## src/rtl/dff_reg_arbiter.sv

```systemverilog
// Round-robin arbiter and write sequencer for one shared WIDTH-bit holding register.
// One IDLE edge picks a winner; each following GRANT edge writes that winner's slice into q.
module dff_reg_arbiter #(
  parameter int WIDTH    = 8,
  parameter int NREQ     = 4,
  parameter int MAX_HOLD = 4
) (
  input  logic                      clk,
  input  logic                      rst,
  input  logic [NREQ-1:0]           req,
  input  logic [NREQ-1:0]           lock,
  input  logic [NREQ*WIDTH-1:0]     wdata,
  output logic [NREQ-1:0]           gnt,
  output logic [$clog2(NREQ)-1:0]   owner,
  output logic                      busy,
  output logic [WIDTH-1:0]          q
);
  localparam int OW = $clog2(NREQ);
  localparam int CW = $clog2(MAX_HOLD + 1);

  typedef enum logic {IDLE, GRANT} state_t;

  state_t            state, state_n;
  logic [OW-1:0]     ptr, ptr_n, owner_n, win, hi, lo;
  logic              hi_vld;
  logic [CW-1:0]     cnt, cnt_n, cnt_inc;
  logic [NREQ-1:0]   gnt_n;
  logic              busy_n;
  logic [WIDTH-1:0]  q_n;
  logic [WIDTH-1:0]  slice [NREQ];

  for (genvar i = 0; i < NREQ; i++) begin : g_slice
    assign slice[i] = wdata[i*WIDTH +: WIDTH];
  end

  // Descending scan leaves the lowest set index in each half: hi is at/after ptr, lo wraps below it.
  always_comb begin
    hi     = '0;
    lo     = '0;
    hi_vld = 1'b0;
    for (int j = NREQ - 1; j >= 0; j--) begin
      if (req[j]) begin
        if (OW'(j) >= ptr) begin
          hi     = OW'(j);
          hi_vld = 1'b1;
        end else begin
          lo = OW'(j);
        end
      end
    end
    win = hi_vld ? hi : lo;
  end

  assign cnt_inc = cnt + CW'(1);

  always_comb begin
    state_n = state;
    ptr_n   = ptr;
    owner_n = owner;
    cnt_n   = cnt;
    gnt_n   = gnt;
    busy_n  = busy;
    q_n     = q;
    unique case (state)
      IDLE: begin
        if (|req) begin
          owner_n = win;
          gnt_n   = NREQ'(1) << win;
          busy_n  = 1'b1;
          cnt_n   = '0;
          state_n = GRANT;
        end
      end
      GRANT: begin
        q_n   = slice[owner];
        cnt_n = cnt_inc;
        if (!(lock[owner] && req[owner] && (cnt_inc < CW'(MAX_HOLD)))) begin
          state_n = IDLE;
          gnt_n   = '0;
          busy_n  = 1'b0;
          ptr_n   = (owner == OW'(NREQ - 1)) ? '0 : owner + 1'b1;
        end
      end
      default: state_n = IDLE;
    endcase
  end

  always_ff @(posedge clk or negedge rst) begin
    if (!rst) begin
      state <= IDLE;
      ptr   <= '0;
      owner <= '0;
      cnt   <= '0;
      gnt   <= '0;
      busy  <= 1'b0;
      q     <= '0;
    end else begin
      state <= state_n;
      ptr   <= ptr_n;
      owner <= owner_n;
      cnt   <= cnt_n;
      gnt   <= gnt_n;
      busy  <= busy_n;
      q     <= q_n;
    end
  end
endmodule

```

## config.mk

```make
export PLATFORM = sky130hd
export DESIGN_NAME = dff_reg_arbiter
export DESIGN_NICKNAME = d
export VERILOG_FILES = /design/src/rtl/dff_reg_arbiter.sv
export SDC_FILE = /design/constraint.sdc
export NUM_CORES = 1
export LEC_CHECK = 0
export CORE_MARGIN = 2
export CORE_UTILIZATION = 40
export CTS_CLUSTER_DIAMETER = 40
export DETAILED_ROUTE_END_ITERATION = 7
export GPL_TIMING_DRIVEN = 0
export PLACE_DENSITY_LB_ADDON = 0.15
export RECOVER_POWER = 100
export SKIP_CTS_REPAIR_TIMING = 1
export SLEW_MARGIN = 20
export SYNTH_ARGS = -nofsm -noshare
export SYNTH_HDL_FRONTEND = slang
export SYNTH_SLANG_ARGS = --single-unit
export TNS_END_PERCENT = 20
```

## constraint.sdc

```tcl
create_clock -name clk -period 1.9 [get_ports clk]
set_input_delay 0.19 -clock clk [delete_from_list [all_inputs] [get_ports clk]]
set_output_delay 0.19 -clock clk [all_outputs]
set_load 0.1 [all_outputs]
```

---- Word level (Yosys, flattened, before mapping) ----
Index checks and enable logic that the tools add are counted.
Widths: inputs -> output; s select.
word-level totals
  register bits ........................... 21
  input bits .............................. 42
  word-level logic and storage cells ...... 73
operators by class
  add/sub/neg operators ................... 2
  order comparisons ....................... 7
  equality and inequality tests ........... 3
  shift-type cells ........................ 1
  multiplexer cells ....................... 44
  bitwise operators ....................... 3
  reduce and logical (&&, ||, !) cells .... 6
operators by type and width
  operator             number
  $mux 2               18
  $bmux 8 s2           1
  $mux 8               2
  $mux 1               14
  $mux 4               2
  $pmux 4 s2           1
  $pmux 3 s2           1
  $reduce_and 2->1     3
  $bmux 1 s2           2
  $ge 1x2->1 const A   2
  $ge 2x2->1 const A   2
  $ne 2x2->1 const B   2
  $pmux 1 s2           2
  $reduce_or 4->1      1
  $shl 1x2->4 const A  1
  $add 3x1->3 const B  1
  $ge 3x3->1 const B   1
  $lt 2x3->1 const B   1
  $lt 3x3->1 const B   1
  $mux 3               1
  $not 2->3            1
  $add 2x1->2 const B  1
  $eq 2x2->1 const B   1
  $logic_and 1x1->1    2
  $not 1->1            2

---- Depth between registers and ports, before layout ----
Gate-level depths: netlist of run 1.
  depth after elaboration ................. 13
  depth in mapped cells ................... 5
  depth with buffers taken out ............ 5

---- Worst setup path before layout of run 1 ----
Ideal clock, no wire load.
  kind .................................... register to register
  from .................................... register owner[0]
  to ...................................... register q[0]
  setup time .............................. 0.125 ns
  arrival ................................. 2.138 ns
  data required time ...................... 1.775 ns
  path slack .............................. -0.363 ns
  stages on the path, launching flop included .. 4
  clock period less this slack ............ 2.263 ns
  cells stage by stage .................... dfrtp_1 buf_2 mux4_2 mux2_2
between the ends
  word-level cells in the longest chain between the ends .. 4
RTL lines
  element                                    line  text
  start, declared                            14    output logic [$clog2(NREQ)-1:0] owner,
  start signal, assigned                     100   owner <= owner_n;
  $not 2->3 (implied by the code)            75    q_n = slice[owner];
  $bmux 8 s2                                 75
  $mux 8 (implied by the code) (2 in a row)  75
  end signal, assigned                       104   q <= q_n;
  end, declared                              16    output logic [WIDTH-1:0] q
No other way between the ends. The select of a mux whose other input is x is not followed.
A chain may end at the register's enable or synchronous reset.

---- Worst setup path after layout of run 1 ----
  from .................................... register owner[0]
  to ...................................... output owner[0]
No word-level cell between the ends.

==> results of run 1 <==
==> logic make-up (layout without fill, tap and decap cells) <==
kind of cell    count (synthesis)  after routing  synth area share
simple gates                   25             25            0.0960
buf+inv                         9             69            0.0316
compound gates                 15             15            0.0982
fa+ha+maj                       2              2            0.0218
mux                            20             20             0.287
flops                          21             21             0.458
xor+xnor                        1              1           0.00763
==> metal layers <==
metal / share of wire / routed length, microns / global-route usage
met1: 0.37 / 1060 / 0.197
met2: 0.54 / 1520 / 0.312
met3: 0.072 / 205 / 0.0499
met4: 0.016 / 45 / 0.0698
met5: 0 / 0 / 0
==> state kept, by name, indices dropped and copies added (netlist names) <==
register	count
busy	1
cnt	3
q	8
state	1
ptr	2
gnt	4
owner	2
==> worst max path at each step <==
stage	start	endpoint	slack [ns]
CTS	owner[0]	owner[0]	-0.21
finish	owner[0]	owner[0]	0.11
detailed placement	req[0]	ptr[1]	-0.12
global placement	req[0]	ptr[1]	-0.08
floorplan	owner[1]	ptr[1]	-0.03
global route	owner[0]	owner[0]	0.08
==> synthesized netlist by cell type <==
| master | count | area share |
|---|---|---|
| dfrtp_1 | 21 | 0.46 |
| nand2_1 | 15 | 0.049 |
| mux2_2 | 9 | 0.088 |
| mux4_2 | 9 | 0.18 |
| inv_1 | 5 | 0.016 |
| a21oi_1 | 4 | 0.017 |
| nor2_1 | 3 | 0.0098 |
| a22o_1 | 2 | 0.015 |
| buf_2 | 2 | 0.0087 |
| clkbuf_1 | 2 | 0.0065 |
| ha_1 | 2 | 0.022 |
| nand2b_1 | 2 | 0.011 |
| nor2b_1 | 2 | 0.011 |
| a22oi_1 | 1 | 0.0065 |
| a311oi_1 | 1 | 0.0076 |
| mux2_4 | 1 | 0.013 |
| mux2i_1 | 1 | 0.0087 |
| nand3_1 | 1 | 0.0044 |
| nor4_1 | 1 | 0.0055 |
| o21ai_0 | 1 | 0.0044 |
| o21ai_1 | 1 | 0.0044 |
| o21ai_4 | 1 | 0.014 |
| o22ai_1 | 1 | 0.0055 |
| o2bb2a_1 | 1 | 0.0087 |
| o31ai_1 | 1 | 0.0065 |
| o32ai_1 | 1 | 0.0076 |
| or2_2 | 1 | 0.0055 |
| xor2_1 | 1 | 0.0076 |
==> placed cells by master (no fill, tap or decap), types with 3 or more instances in the layout <==
master	instances
mux4_2	9
inv_1	5
clkbuf_4	3
clkbuf_1	16
dfrtp_1	19
a21oi_1	4
nor2_1	3
nand2_1	15
mux2_2	9
clkdlybuf4s50_1	40
==> final cells by class <==
class | count | share of cell area
buffer | 4 | 0.0104
timing repair buffer | 56 | 0.281
multi-input combinational | 63 | 0.344
tap | 31 | 0.0229
sequential | 21 | 0.314
clock buffer | 3 | 0.0133
inverter | 5 | 0.0111
clock inverter | 1 | 0.00296
==> metrics by stage <==
stage | instance area [sq um] | setup TNS, ns
2_1_floorplan | 1150 | -0.0252
6_report | 1690 | 0
3_5_place_dp | 1750 | -0.323
4_1_cts | 1780 | -1.85
3_3_place_gp | 1750 | -0.0761
5_1_grt | 1690 | 0
==> flow_metrics.env, run 1 <==
export IMPL_grt_pass1_wl_microns=4400
export IMPL_crit_fanout=4
export IMPL_die_x_microns=57.6
export IMPL_cp_depth=1
export IMPL_die_area_sq_mm=0.00331
export IMPL_r2r_start="owner[1]"
export IMPL_drv_slew=0
export IMPL_critPathMaxStageDelay_ns=0.84
export IMPL_antenna_found_initial=0
export IMPL_startpoint_type="flip-flop"
export IMPL_crit_buf_inv=1
export IMPL_slew_limit_headroom=0.199
export IMPL_layout_drive_gt1_share=0.183
export IMPL_setup_viol=0
export IMPL_clk_pin_slew_ns=0.12
export IMPL_routedWlPerCell_microns=15.4
export IMPL_syn_avg_cell_area_sq_um=12.3
export IMPL_regArea_sq_um=531
export IMPL_fin_cells=184
export IMPL_cp_required_ns=1.71
export IMPL_rsz0062_at_grt="no"
export IMPL_worst_slew_pin_slew_ns=1.21
export IMPL_core_area_sq_mm=0.00273
export IMPL_pin_count=57
export IMPL_hp_class="primary input to asynchronous set/reset pin"
export IMPL_die_y_microns=57.6
export IMPL_synth_seq_cells=21
export IMPL_hold_viol=0
export IMPL_maxCapViolCount=0
export IMPL_netlist_instances=93
export IMPL_area_growth_pct=47.3
export IMPL_cts_tree="done"
export IMPL_drt_iter0_markers=36
export IMPL_r2r_slack_ns=0.18
export IMPL_worst_setup_path_type="flip-flop to primary output"
export IMPL_yosys_warnings=0
export IMPL_firstDrtPassIters=4
export IMPL_arrival_ns=1.60
export IMPL_start_util=0.420
export IMPL_routabilityCongestion=0.717
export IMPL_rows=19
export IMPL_period_share=0.944
export IMPL_skew_ns=0.00270
export IMPL_multi_input_area_sq_um=582
export IMPL_clockBufferDepth=2
export IMPL_cts_root_buffer="clkbuf_4"
export IMPL_r2r_cells=4
export IMPL_worst_hold_slack_ns=0.456
export IMPL_slowest_stage="dlymetal6s4s_1"
export IMPL_grt_max_degree=22
export IMPL_placed_cells=180
export IMPL_utilization=0.618
export IMPL_io_buffers=56
export IMPL_setup_ws_ns=0.106
export IMPL_end_kind="primary output"
export IMPL_pre_cts_slack_ns=-0.122
export IMPL_outcome="finished clean"
export IMPL_r2r_end="ptr[1]"
export IMPL_vias=998
export IMPL_path_cells="dlymetal6s4s_1"
export IMPL_nNetsFinal=198
export IMPL_cpLargestDelayFamily="buffers and inverters"
export IMPL_clock_sinks=21
export IMPL_clk_latency_ns=0.31
export IMPL_drc_errors=0
export IMPL_grt_overflow=0
export IMPL_synth_seq_area_share=0.458
export IMPL_fill_cells=256
export IMPL_dp_final_hpwl_microns=2250
export IMPL_grtUsageTotal=0.176
export IMPL_first_global_vias=1021
export IMPL_viasPerCell=5.42
export IMPL_finalCriticalPeriod_ns=1.79
export IMPL_cts_made_buffers=3
export IMPL_h_tree_depth=1
export IMPL_syn_nets=137
export IMPL_max_freq_mhz=557
export IMPL_detail_route_antenna_nets=0
export IMPL_antenna_cells=0
export IMPL_synth_area_sq_mm=0.00115
export IMPL_routed_wl_microns=2840
export IMPL_ys_types=28
Power of run 1 is not shown: default switching activity piles up to over one toggle a cycle in this logic, so the estimate is an artifact.
==> run 2: changes to the inputs <==
--- a/config.mk
+++ b/config.mk
@@ -5,7 +5,6 @@
 export SDC_FILE = /design/constraint.sdc
 export NUM_CORES = 1
 export LEC_CHECK = 0
-export CORE_MARGIN = 2
 export CORE_UTILIZATION = 40
 export CTS_CLUSTER_DIAMETER = 40
 export DETAILED_ROUTE_END_ITERATION = 7
==> constraint.sdc (replaced) <==
create_clock -name clk -period 1.9 [get_ports clk]
set_input_delay 0.38 -clock clk [delete_from_list [all_inputs] [get_ports clk]]
set_output_delay 0.38 -clock clk [all_outputs]
set_load 0.1 [all_outputs]
==> run 2 against run 1 <==
Final cell count unchanged. Flip-flop and latch count unchanged. Hold slack better by 0.045 ns. Critical path type is now primary input to flip-flop.
==> flow_metrics.env, run 2 (same netlist as run 1, synthesis figures left out) <==
export IMPL_maxCapViolCount=0
export IMPL_rsz0062_at_grt="no"
export IMPL_firstDrtPassIters=4
export IMPL_final_common_cell="clkdlybuf4s50_1"
export IMPL_h_tree_depth=1
export IMPL_die_y_microns=55.6
export IMPL_rows=19
export IMPL_final_setup_tns_ns=0
export IMPL_nNetsFinal=198
export IMPL_slew_limit_headroom=0.339
export IMPL_arrival_ns=2.06
export IMPL_clock_sinks=21
export IMPL_area_growth_pct=58.5
export IMPL_cts_made_buffers=3
export IMPL_cp_required_ns=2.10
export IMPL_power_leakage_nw=0.898
export IMPL_antenna_cells=0
export IMPL_routed_wl_microns=2610
export IMPL_largestRegisters="q (8), gnt (4), cnt (3)"
export IMPL_drt_iter0_markers=17
export IMPL_routedWlPerCell_microns=14.2
export IMPL_drv_slew=0
export IMPL_drc_errors=0
export IMPL_vias=956
export IMPL_die_area_sq_mm=0.00309
export IMPL_pre_cts_slack_ns=-0.297
export IMPL_cts_tree="done"
export IMPL_setup_ws_ns=0.0401
export IMPL_antenna_found_initial=0
export IMPL_die_x_microns=55.6
export IMPL_grt_max_degree=22
export IMPL_period_share=0.979
export IMPL_layout_drive_gt1_share=0.203
export IMPL_max_freq_mhz=538
export IMPL_peakVddDrop_uv=1160
export IMPL_worst_slew_pin_slew_ns=0.990
export IMPL_clk_pin_slew_ns=0.12
export IMPL_largest_reg_flops=8
export IMPL_hold_viol=0
export IMPL_pin_count=57
export IMPL_crit_fanout=5
export IMPL_grt_overflow=0
export IMPL_power_mw=3.46
export IMPL_startpoint_type="primary input"
export IMPL_hp_class="flip-flop to flip-flop"
export IMPL_slowest_stage="clkdlybuf4s50_1"
export IMPL_grtUsageTotal=0.180
export IMPL_critPathMaxStageDelay_ns=0.57
export IMPL_power_density_mw_per_mm2=1900
export IMPL_routabilityCongestion=0.722
export IMPL_viasPerCell=5.20
export IMPL_end_kind="flip-flop"
export IMPL_cpLargestDelayFamily="multiplexers"
export IMPL_io_buffers=56
export IMPL_first_global_vias=982
export IMPL_grt_pass1_wl_microns=4280
export IMPL_outcome="finished clean"
export IMPL_skew_ns=0.00705
export IMPL_core_area_sq_mm=0.00273
export IMPL_clk_latency_ns=0.30
export IMPL_clockBufferDepth=2
export IMPL_finalCriticalPeriod_ns=1.86
export IMPL_final_cell_mix="clkdlybuf4s50_1 (39), dfrtp_1 (19), nand2_1 (15), dlymetal6s2s_1 (15)"
export IMPL_crit_buf_inv=1
export IMPL_worst_setup_path_type="primary input to flip-flop"
export IMPL_detail_route_antenna_nets=0
export IMPL_path_cells="clkdlybuf4s50_1 -> nand2_1 -> mux4_2 -> o21ai_4 -> mux2_4"
export IMPL_setup_viol=0
export IMPL_cts_root_buffer="clkbuf_4"
export IMPL_regMostFlops="q"
export IMPL_dp_final_hpwl_microns=2090
export IMPL_start_util=0.420
[run 2: cell types whose count changed in the layout (fill, tap and decap cells not counted), sizes merged]
cell | previous run | this run
clkbuf | 20 | 7
dlymetal6s2s | 0 | 15
clkdlybuf4s50 | 40 | 39
dlymetal6s4s | 1 | 0
[run 2: where the power goes]
group	switching [mW]	total (mW)	internal, mW	leakage [nW]
combinational	1.62	2.41	0.791	0.626
clock	0.140	0.218	0.0785	0.0177
sequential	0.156	0.831	0.675	0.255
total	1.92	3.46	1.54	0.898
[run 2: layout make-up]
| cell class | count | area [sq um] |
|---|---|---|
| Inverter | 5 | 18.8 |
| Tap cell | 31 | 38.8 |
| Timing Repair Buffer | 56 | 593 |
| Clock inverter | 1 | 5.00 |
| Buffer | 4 | 17.5 |
| Sequential cell | 21 | 531 |
| Fill cell | 220 | 916 |
| Multi-Input combinational cell | 63 | 592 |
| Clock buffer | 3 | 22.5 |
[run 2: path summary, 6_finish.rpt]
check | slack (ns) | start | to | depth (start not counted)
max reg2reg | 0.17 | owner[0] | q[0] | 3
min | 0.50 | busy | busy | 2
min in group asynchronous | 0.65 | rst | gnt[1] | 1
max in group asynchronous | 0.58 | rst | owner[0] | 1
min reg2reg | 0.50 | busy | busy | 2
max | 0.04 | req[1] | ptr[1] | 5
[run 2: worst reg2reg max path: stages, from the launching register on]
cell,delay [ns]
dfrtp_4,0.46
clkbuf_2,0.33
mux4_2,0.56
mux2_2,0.28
[run 2: per-stage QoR]
step / instances / util / instance area (sq um) / hold WS [ns]
4_1_cts: 184 / 0.651 / 1780 / 0.515
3_5_place_dp: 180 / 0.641 / 1750 / 0.485
3_3_place_gp: 180 / 0.641 / 1750 / 0.467
2_1_floorplan: 93 / - / 1150 / 0.0844
6_report: 184 / 0.665 / 1820 / 0.501
5_1_grt: 184 / 0.665 / 1820 / 0.519
[run 2: per-layer routing]
| layer | part of all wire | wire [microns] | global-route usage |
|---|---|---|---|
| met4 | 0.0073 | 19 | 0.0571 |
| met3 | 0.051 | 134 | 0.0398 |
| met5 | 0 | 0 | 0 |
| met2 | 0.53 | 1390 | 0.318 |
| met1 | 0.41 | 1070 | 0.218 |
Power figures use the tool's default switching activity.
